$ cat src/rtl/scan_sequencer.sv
// Walks a 2-to-4 decoder select through the enabled lines in ascending order, dwell+1 cycles each.
// Optional macro SCAN_BLANK_EN inserts one enable-low BLANK cycle before every new address.
module scan_sequencer #(
  parameter int DWELL_W = 8
) (
  input  logic               clk,
  input  logic               rst,
  input  logic               start,
  input  logic               stop,
  input  logic [DWELL_W-1:0] dwell,
  input  logic [3:0]         mask,
  output logic               A1,
  output logic               A0,
  output logic               enable,
  output logic               busy,
  output logic               frame_done
);

`ifdef SCAN_BLANK_EN
  typedef enum logic [1:0] {IDLE = 2'd0, SCAN = 2'd1, BLANK = 2'd2} state_t;
`else
  typedef enum logic {IDLE = 1'b0, SCAN = 1'b1} state_t;
`endif

  state_t             state;
  logic [DWELL_W-1:0] dwell_q;
  logic [DWELL_W-1:0] cnt;
  logic [3:0]         mask_q;
  logic [1:0]         sel;
  logic               stop_pending;
  logic [1:0]         nxt_sel;
  logic               wrap;

  function automatic logic [1:0] lowest(input logic [3:0] m);
    logic [1:0] l;
    l = 2'd0;
    for (int i = 3; i >= 0; i--)
      if (m[i]) l = 2'(i);
    return l;
  endfunction

  // Next set bit strictly above the current address; otherwise wrap to the lowest set bit.
  always_comb begin
    nxt_sel = lowest(mask_q);
    wrap    = 1'b1;
    for (int i = 3; i >= 0; i--) begin
      if (mask_q[i] && (i > int'(sel))) begin
        nxt_sel = 2'(i);
        wrap    = 1'b0;
      end
    end
  end

  assign A1 = sel[1];
  assign A0 = sel[0];

  always_ff @(posedge clk or posedge rst) begin
    if (rst) begin
      state        <= IDLE;
      dwell_q      <= '0;
      cnt          <= '0;
      mask_q       <= '0;
      sel          <= 2'd0;
      stop_pending <= 1'b0;
      enable       <= 1'b0;
      busy         <= 1'b0;
      frame_done   <= 1'b0;
    end else begin
      frame_done <= 1'b0;
      case (state)
        IDLE: begin
          if (start && (mask != 4'd0)) begin
            dwell_q      <= dwell;
            mask_q       <= mask;
            sel          <= lowest(mask);
            cnt          <= '0;
            stop_pending <= 1'b0;
            enable       <= 1'b1;
            busy         <= 1'b1;
            state        <= SCAN;
          end
        end
        SCAN: begin
          if (cnt == dwell_q) begin
            cnt <= '0;
            // A stop seen on the last cycle of the frame still ends this frame.
            if (wrap && (stop_pending || stop)) begin
              state        <= IDLE;
              sel          <= 2'd0;
              enable       <= 1'b0;
              busy         <= 1'b0;
              frame_done   <= 1'b1;
              stop_pending <= 1'b0;
            end else begin
              sel          <= nxt_sel;
              frame_done   <= wrap;
              stop_pending <= stop_pending | stop;
`ifdef SCAN_BLANK_EN
              enable       <= 1'b0;
              state        <= BLANK;
`endif
            end
          end else begin
            cnt          <= cnt + 1'b1;
            stop_pending <= stop_pending | stop;
          end
        end
`ifdef SCAN_BLANK_EN
        BLANK: begin
          enable       <= 1'b1;
          stop_pending <= stop_pending | stop;
          state        <= SCAN;
        end
`endif
        default: state <= IDLE;
      endcase
    end
  end

endmodule

$ cat config.mk
export PLATFORM = sky130hd
export DESIGN_NAME = scan_sequencer
export DESIGN_NICKNAME = d
export VERILOG_FILES = /design/src/rtl/scan_sequencer.sv
export SDC_FILE = /design/constraint.sdc
export NUM_CORES = 1
export LEC_CHECK = 0
export CAP_MARGIN = 40
export CORE_AREA = 3 3 60 62
export CTS_CLUSTER_DIAMETER = 30
export CTS_CLUSTER_SIZE = 10
export DETAILED_ROUTE_END_ITERATION = 10
export DIE_AREA = 0 0 63 65
export PLACE_DENSITY = 0.63
export SLEW_MARGIN = 30
export SYNTH_ARGS = -nofsm -noshare
export SYNTH_HDL_FRONTEND = slang
export SYNTH_SLANG_ARGS = --single-unit
export TNS_END_PERCENT = 30
$ cat constraint.sdc
create_clock -name clk -period 2.5 [get_ports clk]
set_input_delay 0.5 -clock clk [delete_from_list [all_inputs] [get_ports clk]]
set_output_delay 0.5 -clock clk [all_outputs]
set_load 0.02 [all_outputs]
Word-level counts from Yosys, hierarchy flattened
Cells that the tools add are included.
Word-level totals
  logic and storage cells: 64
  register bits after elaboration: 26
  RAM bits: 0
  memories: 0
  bits in latches: 0
  output and inout port bits: 5
  ROM bits: 0
Operators by class
  add/subtract/negate cells: 1
  reductions and logical operators: 10
  mux-type cells: 36
  shifts and indexed selects: 0
  bitwise operators: 2
  div/mod/pow operators: 0
  multipliers: 0
  equal/unequal tests: 4
  magnitude comparators: 3
Operators by type and width (count)
  $mux W2: 14
  $mux W8: 2
  $pmux W8 S2: 1
  $mux W1: 15
  $add A8 B1 Y8 const B: 1
  $eq A8 B8 Y1: 1
  $pmux W1 S2: 3
  $logic_and A1 B1 Y1: 5
  $gt A2 B2 Y1 const A: 2
  $ne A2 B1 Y1 const B: 2
  $pmux W2 S2: 1
  $reduce_and A2 Y1: 2
  $reduce_bool A4 Y1: 1
  $reduce_and A3 Y1: 1
  $gt A1 B2 Y1 const A: 1
  $ne A2 B2 Y1 const B: 1
  $logic_or A1 B1 Y1: 1
  $not A1 Y1: 1
  $or A1 B1 Y1: 1

Longest topological paths before layout
Gate-level depths: netlist of run 1.
  word-level depth: 10
  depth in mapped cells: 6
  gate-level depth less buffers: 5

Least setup slack after synthesis of run 1
Ideal clock, no wire load.
  path kind: input -> register
  start: input mask[0]
  end: register sel[0]
  required time: 2.375 ns
  setup time: 0.125 ns
  path slack: 0.831 ns
  path buffers: 1
  stages: 5
  arrival: 1.544 ns
  cells stage by stage: o41ai_2 > and2_1 > buf_6 > nor2_4 > mux2_4
On the way
  longest elaborated chain between the ends: 4
  elaborated cells between the ends (all ways): 7
RTL lines
  start, declared: line 11  | input logic [3:0] mask,
  $reduce_bool A4 Y1: line 72  | if (start && (mask != 4'd0)) begin
  $logic_and A1 B1 Y1: line 72
  $ne A2 B2 Y1 (no line)
  $reduce_and A2 Y1 (no line)
  end signal, assigned: line 75  | sel <= lowest(mask);
  end signal, assigned: line 95  | sel <= nxt_sel;
  end, declared: line 29  | logic [1:0] sel;
Parallel ways exist; a longest one is shown, timed or not. The select of a mux whose other input is x is not followed.
A chain may end at the register's enable or synchronous reset.

Worst setup path after layout of run 1
  start: register sel[1]
  end: output A1
RTL lines
  end, declared: line 12  | output logic A1,
No word-level cell between the ends.

==> results.txt, run 1 <==
status: finished clean
commonest non-fill, non-tap cell in the layout: dfrtp_1
PortBufs: 20
Crit Path Class: register to primary output
htree depth: 1
Finish-stage setup viols: 0
Via Count: 986
achievable frequency: 501.7 MHz
core box area: 3078 sq um
CP max-delay cell: clkdlybuf4s50_1
vias in the first global route: 951
Mapped Avg Cell Area: 10.98 sq um
CTS tree: yes
Largest stage delay, worst path: 660 ps
combinational share of power: 0.419
Residual DRC: 0
hold slack: 512.6 ps
post-layout min period: 1993 ps
Antenna Cells: 0
Initial Util: 0.4423
Max-Cap Viols: 0
post-DR vias/cell: 5.217
DR iter-0 viols: 47
post-synth net total: 141
Psw: 664.5 uW
first-pass GRT wire length: 4491 microns
Flop pwr share: 0.461
Fin. Hold Viols: 0
Syn Std Cell Area: 1361 sq um
Primary FF master, synth: dfrtp_1
Post-DP Area: 1585 sq um
fin util: 0.5268
flops & latches, synth: 26
Mapped Cells: 124
maximum VDD drop: 500.5 uV
Synth Warn #: 0
Ports: 21
final setup TNS: 0 ps
asr flop ratio synth: 1.000
Leakage: 0.7088 nW
Pre-antenna DRT Iters: 4
post-route cell area: 1622 sq um
fill count: 287
crit path launch type: register
clock power share: 0.120
r2r setup slk: 620 ps
CP Cell Sequence: clkdlybuf4s50_1
skew final: 1.924 ps
Die Y: 65 microns
Final Wtd Congestion: 0.7830
Reg clk slew, reported paths: 140 ps
Buf/Inv on CP: 1
initial antenna violation count: 0
Cell variety after synth: 35
setup ws final: 506.6 ps
TritonCTS Buffers: 3
DRT antenna net count: 0
HPWL after detailed placement: 1937 microns
Worst EP arrival: 1490 ps
max-slew violation total from the final report: 0
Worst path top cell family by delay: buffers and inverters
worst slew pin tran: 682.5 ps
clk root buf: clkbuf_4
Switching Share: 0.3760
Worst setup EP type: primary output
Die Wd: 63 microns
Hold Buf Count CTS: 0
post_cts resized: 0
Post-CTS Setup Repair Bufs: 0
clock sinks: 26
RSZ-0062 raised after global routing: no
Placed Cells incl. Taps: 185
EDFF count, synth: 0
Total GRT Usage: 0.1384
pre-CTS setup slack: 263.3 ps
wire length per cell: 13.57 microns
Slew headroom: 0.5445
grt ovf: 0
commonest non-fill, non-tap cells in the layout: 26 x dfrtp_1, 20 x clkdlybuf4s50_1, 10 x o21ai_0
Die ar.: 4095 sq um
crit share post-route: 0.7974
Total Nets Final: 163
layout cells sized above 1: 0.1586
clock latency on the worst-skew pair: 310 ps
row cnt: 20
Cell Pwr Density: 1090 nW/um^2
Cell Int Power: 1.103 mW
Tot Pwr: 1.767 mW
Seq/Total Area, Yosys: 0.4779
fin cells: 189
worst-case clock buffer depth: 2
hold crit path type: input port to async pin
largest net degree at the start of global routing: 27
worst path required time: 2000 ps
DRT Wirelength: 2565 microns
Worst Path Max Fanout: 9
Area Overhead vs Synth: 19.12%
==> flip-flops by register name, indices dropped and copies added, names as in the netlist <==
register and flops:
stop_pending 1, sel 2, mask_q 4, state 1
cnt 8, busy 1, frame_done 1, dwell_q 8
==> tightest hold or removal path: cells and delay by family <==
kind                   cells  cell delay (ps)
buffers and inverters      3              750
==> synth_stat cells (4+ instances only) <==
master     n  area, sq um
xor2_1     9        78.83
dfrtp_1   26        650.6
nand2_1    7        26.28
mux2_2     7        78.83
o21ai_0   10        50.05
a31oi_1    4        25.02
inv_1      5        18.77
a21oi_1    4        20.02
nor2_1     9        33.78
nand2b_1   4        25.02
==> layer usage <==
layer  GRT usage  part of all wire  vias up  routed length [microns]
met4     0.03581            0.0058        0                       15
met1      0.1910              0.48      483                     1220
met5           0                 0        -                        0
met2      0.2227              0.48       16                     1241
met3     0.02600             0.034        2                       87
li1            -                 -      485                        -
==> cell families (layout without fill, tap and decap cells) <==
kind of cell | after synthesis | in the layout | synth area share
fa+ha+maj | 1 | 1 | 0.009190
flops | 26 | 26 | 0.4779
simple gates | 35 | 35 | 0.1471
buf+inv | 10 | 31 | 0.04779
compound gates | 30 | 30 | 0.1489
mux | 12 | 12 | 0.1048
xor+xnor | 10 | 10 | 0.06434
==> worst paths after layout <==
kind	startpoint	to	depth (start not counted)
max	sel[1]$_DFFE_PP0P_	A1	1
min	rst	busy$_DFFE_PP0P_	3
max reg2reg	cnt[6]$_DFFE_PP0P_	sel[0]$_DFFE_PP0P_	5
min reg2reg	cnt[7]$_DFFE_PP0P_	cnt[7]$_DFFE_PP0P_	1
max in group asynchronous	rst	dwell_q[5]$_DFFE_PP0P_	3
min in group clk	cnt[7]$_DFFE_PP0P_	cnt[7]$_DFFE_PP0P_	1
==> cell type report <==
cell class	count	area, sq um	share of cell area
tap	44	55.05	0.03395
multi-input combinational	88	645.6	0.3981
clock buffer	4	36.28	0.02238
sequential	26	650.6	0.4012
inverter	5	18.77	0.01157
timing repair buffer	22	215.2	0.1327
==> power by group through the flow <==
stage	sequential [mW]	clock, mW	combinational, mW
final	0.814	0.213	0.740
after detailed placement	0.827	0	0.743
after global routing	0.849	0.248	0.833
after CTS	0.815	0.223	0.748
after floorplan	0.793	0	0.567
after global placement	0.819	0	0.722
Power figures use the tool's default switching activity.
==> inputs of run 2 (changes only) <==
- PLACE_DENSITY: 0.63 -> 0.65
- clock period: 2.5 -> 1.8 ns (I/O delays scaled with it)
==> run 2 against run 1 <==
Cell area is 4.4% higher; utilization rose by 2.3 points; non-clock buffer count increased by 9; count of clock-buffer cells in the layout did not move; largest cell class unchanged.
==> results.txt, run 2 (synthesis gave the netlist of run 1 again) <==
status: finished clean
Area Overhead vs Synth: 24.36%
Initial Util: 0.4423 (unchanged)
fin cells: 198 (+4.8%)
CP max-delay cell: clkdlybuf4s50_1
Worst path top cell family by delay: buffers and inverters
Die ar.: 4095 sq um (unchanged)
skew final: 3.174 ps (+1.250 ps)
R2R cell count: 6 (+1)
worst setup path endpoint: A0
Fin. Hold Viols: 0 (unchanged)
DR iter-0 viols: 42 (-11%)
first-pass GRT wire length: 4395 microns (-2.1%)
maximum VDD drop: 603.2 uV (+21%)
fill count: 301 (+4.9%)
worst reg2reg startpoint: cnt[3]$_DFFE_PP0P_
worst-case clock buffer depth: 2 (unchanged)
Total Nets Final: 172 (+5.5%)
reg2reg end: cnt[7]$_DFFE_PP0P_
Die Y: 65 microns (unchanged)
Cell Pwr Density: 1462 nW/um^2 (+34%)
Tot Pwr: 2.476 mW (+40%)
Worst EP arrival: 1380 ps (-110 ps)
HPWL after detailed placement: 2013 microns (+3.9%)
Antenna Cells: 0 (unchanged)
Buf/Inv on CP: 1 (unchanged)
DRT antenna net count: 0 (unchanged)
TritonCTS Buffers: 3 (unchanged)
Hold Buf Count CTS: 0 (unchanged)
CTS tree: yes
htree depth: 1 (unchanged)
Max-Cap Viols: 0 (unchanged)
Die Wd: 63 microns (unchanged)
Via Count: 1026 (+4.1%)
clock sinks: 26 (unchanged)
core box area: 3078 sq um (unchanged)
RSZ-0062 raised after global routing: yes
crit path from: sel[0]$_DFFE_PP0P_
Final Wtd Congestion: 0.8178 (+4.4%)
crit path launch type: register
clock latency on the worst-skew pair: 310 ps (about the same)
Finish-stage setup viols: 0 (unchanged)
Ports: 21 (unchanged)
largest registers: cnt (8), dwell_q (8), mask_q (4)
crit share post-route: 0.9658
vias in the first global route: 1010 (+6.2%)
hold crit path type: input port to async pin
Worst setup EP type: primary output
Worst Path Max Fanout: 5 (-4)
Placed Cells incl. Taps: 194 (+4.9%)
Slew headroom: 0.6779 (+0.1334)
clk root buf: clkbuf_4
worst slew pin tran: 482.6 ps (-199.9 ps)
commonest non-fill, non-tap cells in the layout: 25 x dfrtp_1, 19 x clkdlybuf4s50_1, 11 x buf_4
Total GRT Usage: 0.1354 (-0.003047)
layout cells sized above 1: 0.2143 (+0.05567)
post-route cell area: 1693 sq um (+4.4%)
wire length per cell: 12.66 microns (-6.7%)
Post-DP Area: 1653 sq um (+4.3%)
post-layout min period: 1739 ps
PortBufs: 20 (unchanged)
initial antenna violation count: 0 (unchanged)
Crit path depth: 1 (unchanged)
worst path required time: 1440 ps (-560 ps)
row cnt: 20 (unchanged)
commonest non-fill, non-tap cell in the layout: dfrtp_1
largest net degree at the start of global routing: 27 (unchanged)
Residual DRC: 0 (unchanged)
achievable frequency: 575.2 MHz
Crit Path Class: register to primary output
grt ovf: 0 (unchanged)
post-DR vias/cell: 5.182 (-0.67%)
Leakage: 0.7646 nW (+7.9%)
CP Cell Sequence: clkdlybuf4s50_1
Pre-antenna DRT Iters: 4 (unchanged)
DRT Wirelength: 2507 microns (-2.3%)
Largest stage delay, worst path: 630 ps (-30 ps)
max-slew violation total from the final report: 0 (unchanged)
r2r setup slk: 90 ps (-530 ps)
Reg clk slew, reported paths: 130 ps (about the same)
==> run 2: per-stage QoR <==
stage	setup slack, ps	setup TNS (ps)	utilization	hold slack, ps
after floorplan	227.2	0	-	400.0
after global placement	-179.2	-2210	0.5370	503.8
after detailed placement	-209.2	-2616	0.5370	503.3
after CTS	22.84	0	0.5492	379.5
after global routing	-9.247	-9.247	0.5500	387.7
final	61.48	0	0.5500	389.0
==> run 2: worst min-delay path by stage <==
stage | cells past startpoint | start | to | slack [ps]
2_1_floorplan | 1 | rst | busy$_DFFE_PP0P_ | 400
3_3_place_gp | 1 | cnt[7]$_DFFE_PP0P_ | cnt[7]$_DFFE_PP0P_ | 500
3_5_place_dp | 1 | dwell_q[5]$_DFFE_PP0P_ | dwell_q[5]$_DFFE_PP0P_ | 500
4_1_cts | 3 | rst | cnt[1]$_DFFE_PP0P_ | 380
5_1_grt | 3 | rst | dwell_q[6]$_DFFE_PP0P_ | 390
6_report | 3 | rst | cnt[1]$_DFFE_PP0P_ | 390
==> run 2: worst register-to-register path, cell delays in order (launching register included) <==
cell and delay [ps]:
dfrtp_1 460, xor2_1 170, nor4_2 380, a21oi_2 130, buf_4 200, a41oi_1 200, a31oi_1 70
==> run 2: routing by layer <==
metal  GRT usage  vias to the layer above  routed length [microns]
li1            -                      504                        -
met1      0.1549                      501                     1074
met2      0.2556                       17                     1339
met3     0.02253                        4                       61
met4     0.04132                        0                       31
met5           0                        -                        0
==> run 2: cell type report <==
class                   count  area (sq um)  area share
inverters                   5         18.77     0.01109
multi-input cells          88         645.6      0.3814
repair buffers             31         285.3      0.1685
clock buffers               4         36.28     0.02143
well taps                  44         55.05     0.03252
flip-flops and latches     26         651.9      0.3851
==> run 2: what timing repair did <==
action	CTS	global route
endpoints found under the setup margin	1	2
buffers inserted	0	0
hold endpoints to repair	0	0
resized for setup	1	1
==> run 2: power breakdown <==
part	internal, mW	switching, mW	total [mW]	leakage (nW)
Combinational	0.596	0.481	1.08	0.435
Clock	0.123	0.160	0.283	0.0210
Sequential	0.850	0.266	1.12	0.309
Total	1.57	0.907	2.48	0.765
==> inputs of run 3 (changes only) <==
- CORE_AREA: 3 3 60 62 -> 3 3 49 74
- DIE_AREA: 0 0 63 65 -> 0 0 52 77
- PLACE_DENSITY: 0.65 -> 0.66
==> run 3 against run 2 <==
Hold slack better by 56 ps; global-route usage up 1.5 points; via count up 2.9%; critical path depth up 3; utilization up 0.19 points; sequential share of layout area down 0.37 points; power up 2.9%; cell area up 0.96%; wire length up 12%.
==> results.txt, run 3 (synthesis gave the netlist of run 1 again) <==
grt ovf: 0 (unchanged)
Die ar.: 4004 sq um (-2.2%)
CTS tree: yes
Total Nets Final: 173 (+0.58%)
Fin. Hold Viols: 0 (unchanged)
Crit Path Class: input port to register
max layer used: met4
clock latency on the worst-skew pair: 260 ps (-50 ps)
hold slack: 445.2 ps (+56.22 ps)
row cnt: 25 (+25%)
Die Wd: 52 microns (-17%)
Initial Util: 0.4396 (-0.002680)
R2R cell count: 6 (unchanged)
clk root buf: clkbuf_8
Largest stage delay, worst path: 530 ps (-100 ps)
Worst setup EP type: register
layout cells sized above 1: 0.2143 (unchanged)
clock sinks: 26 (unchanged)
worst path required time: 1950 ps (+510 ps)
r2r setup slk: 100 ps (about the same)
Buf/Inv on CP: 1 (unchanged)
Finish-stage setup viols: 0 (unchanged)
Reg clk slew, reported paths: 80 ps (-50 ps)
Residual DRC: 0 (unchanged)
HPWL after detailed placement: 2150 microns (+6.8%)
reg2reg end: cnt[7]$_DFFE_PP0P_
DR iter-0 viols: 23 (-45%)
setup ws final: 84.07 ps (+22.59 ps)
Tot Pwr: 2.548 mW (+2.9%)
commonest non-fill, non-tap cell in the layout: dfrtp_1
Max-Cap Viols: 0 (unchanged)
vias in the first global route: 1032 (+2.2%)
Placed Cells incl. Taps: 190 (-2.1%)
clock power share: 0.124 (+0.010)
achievable frequency: 582.8 MHz (+1.3%)
CP max-delay cell: clkdlybuf4s50_1
Die Y: 77 microns (+18%)
commonest non-fill, non-tap cells in the layout: 25 x dfrtp_1, 20 x clkdlybuf4s50_1, 12 x buf_4
Pre-antenna DRT Iters: 4 (unchanged)
Via Count: 1056 (+2.9%)
crit path launch type: input port
Cell Pwr Density: 1491 nW/um^2 (+1.9%)
Slew headroom: 0.6165 (-0.06137)
htree depth: 1 (unchanged)
Flop pwr share: 0.443 (-0.008)
fin util: 0.5519 (+0.001919)
final setup TNS: 0 ps (unchanged)
Post-DP Area: 1648 sq um (-0.30%)
core box area: 3097 sq um (+0.61%)
Leakage: 0.7615 nW (-0.41%)
combinational share of power: 0.433 (-0.002)
Ports: 21 (unchanged)
skew final: 1.459 ps (-1.715 ps)
met2 WL: 1548 microns (+16%)
first-pass GRT wire length: 4595 microns (+4.6%)
Worst path top cell family by delay: buffers and inverters
largest net degree at the start of global routing: 27 (unchanged)
WL met3: 113 microns (+85%)
Worst Path Max Fanout: 12 (+7)
post-layout min period: 1716 ps (-22.59 ps)
status: finished clean
DRT Wirelength: 2808 microns (+12%)
Worst EP arrival: 1870 ps (+490 ps)
Cell Int Power: 1.602 mW (+2.1%)
pre-CTS setup slack: -211.6 ps (-2.393 ps)
CP Cell Sequence: clkdlybuf4s50_1 > o41ai_4 > nor2_2 > mux2_2
worst-case clock buffer depth: 2 (unchanged)
fin cells: 194 (-2.0%)
Total GRT Usage: 0.1507 (+0.01535)
max-slew violation total from the final report: 0 (unchanged)
initial antenna violation count: 0 (unchanged)
maximum VDD drop: 843.0 uV (+40%)
wire length per cell: 14.47 microns (+14%)
post-route cell area: 1709 sq um (+0.96%)
RSZ-0062 raised after global routing: no
Switching Share: 0.3714 (+0.005030)
Metal-1 WL: 1089 microns (+1.4%)
crit share post-route: 0.9533 (-0.01255)
TritonCTS Buffers: 3 (unchanged)
post-DR vias/cell: 5.443 (+5.0%)
DRT antenna net count: 0 (unchanged)
worst slew pin tran: 574.6 ps (+91.95 ps)
Psw: 946.2 uW (+4.3%)
largest registers: cnt (8), dwell_q (8), mask_q (4)
Antenna Cells: 0 (unchanged)
Area Overhead vs Synth: 25.55%
hold crit path type: input port to async pin
worst reg2reg startpoint: cnt[0]$_DFFE_PP0P_
Final Wtd Congestion: 0.7127 (-13%)
PortBufs: 20 (unchanged)
-- run 3: worst max path at each step --
stage | startpoint | endpoint | slack (ps) | cells after the start
floorplan | cnt[6]$_DFFE_PP0P_ | sel[0]$_DFFE_PP0P_ | 230 | 5
global placement | mask[0] | sel[1]$_DFFE_PP0P_ | -180 | 5
detailed placement | mask[0] | sel[1]$_DFFE_PP0P_ | -210 | 5
CTS | mask[0] | sel[1]$_DFFE_PP0P_ | 70 | 5
global route | mask[0] | dwell_q[0]$_DFFE_PP0P_ | 10 | 4
finish | mask[0] | dwell_q[1]$_DFFE_PP0P_ | 80 | 4
-- run 3: power by group through the flow --
stage	sequential, mW	clock [mW]	combinational (mW)
after floorplan	1.10	0	0.788
after global placement	1.13	0	1.06
after detailed placement	1.14	0	1.10
after CTS	1.13	0.330	1.11
after global routing	1.16	0.353	1.23
final	1.13	0.317	1.10
-- run 3: routing by layer --
metal  up-vias  track usage
li1        501            -
met1       521       0.1692
met2        28       0.2708
met3         6      0.02524
met4         0      0.05774
met5         -            0
-- run 3: timing repair --
action	4_1_cts	5_1_grt
resized for setup	1	1
setup endpoints to repair	1	3
setup buffers	0	1
pin swaps	0	2
hold buffers	0	0
-- run 3: layout make-up --
cell class | count | area, sq um
inverters | 5 | 18.77
flip-flops and latches | 26 | 651.9
fillers | 276 | 1388
repair buffers | 32 | 290.3
multi-input cells | 88 | 656.9
clock buffers | 3 | 41.29
well taps | 40 | 50.05
-- run 3: worst register-to-register path, cell delays in order, from the launching register on --
cell	delay, ps
dfrtp_1	420
xor2_1	180
nor4_2	380
a21oi_2	140
buf_4	200
a41oi_1	200
a31oi_1	60
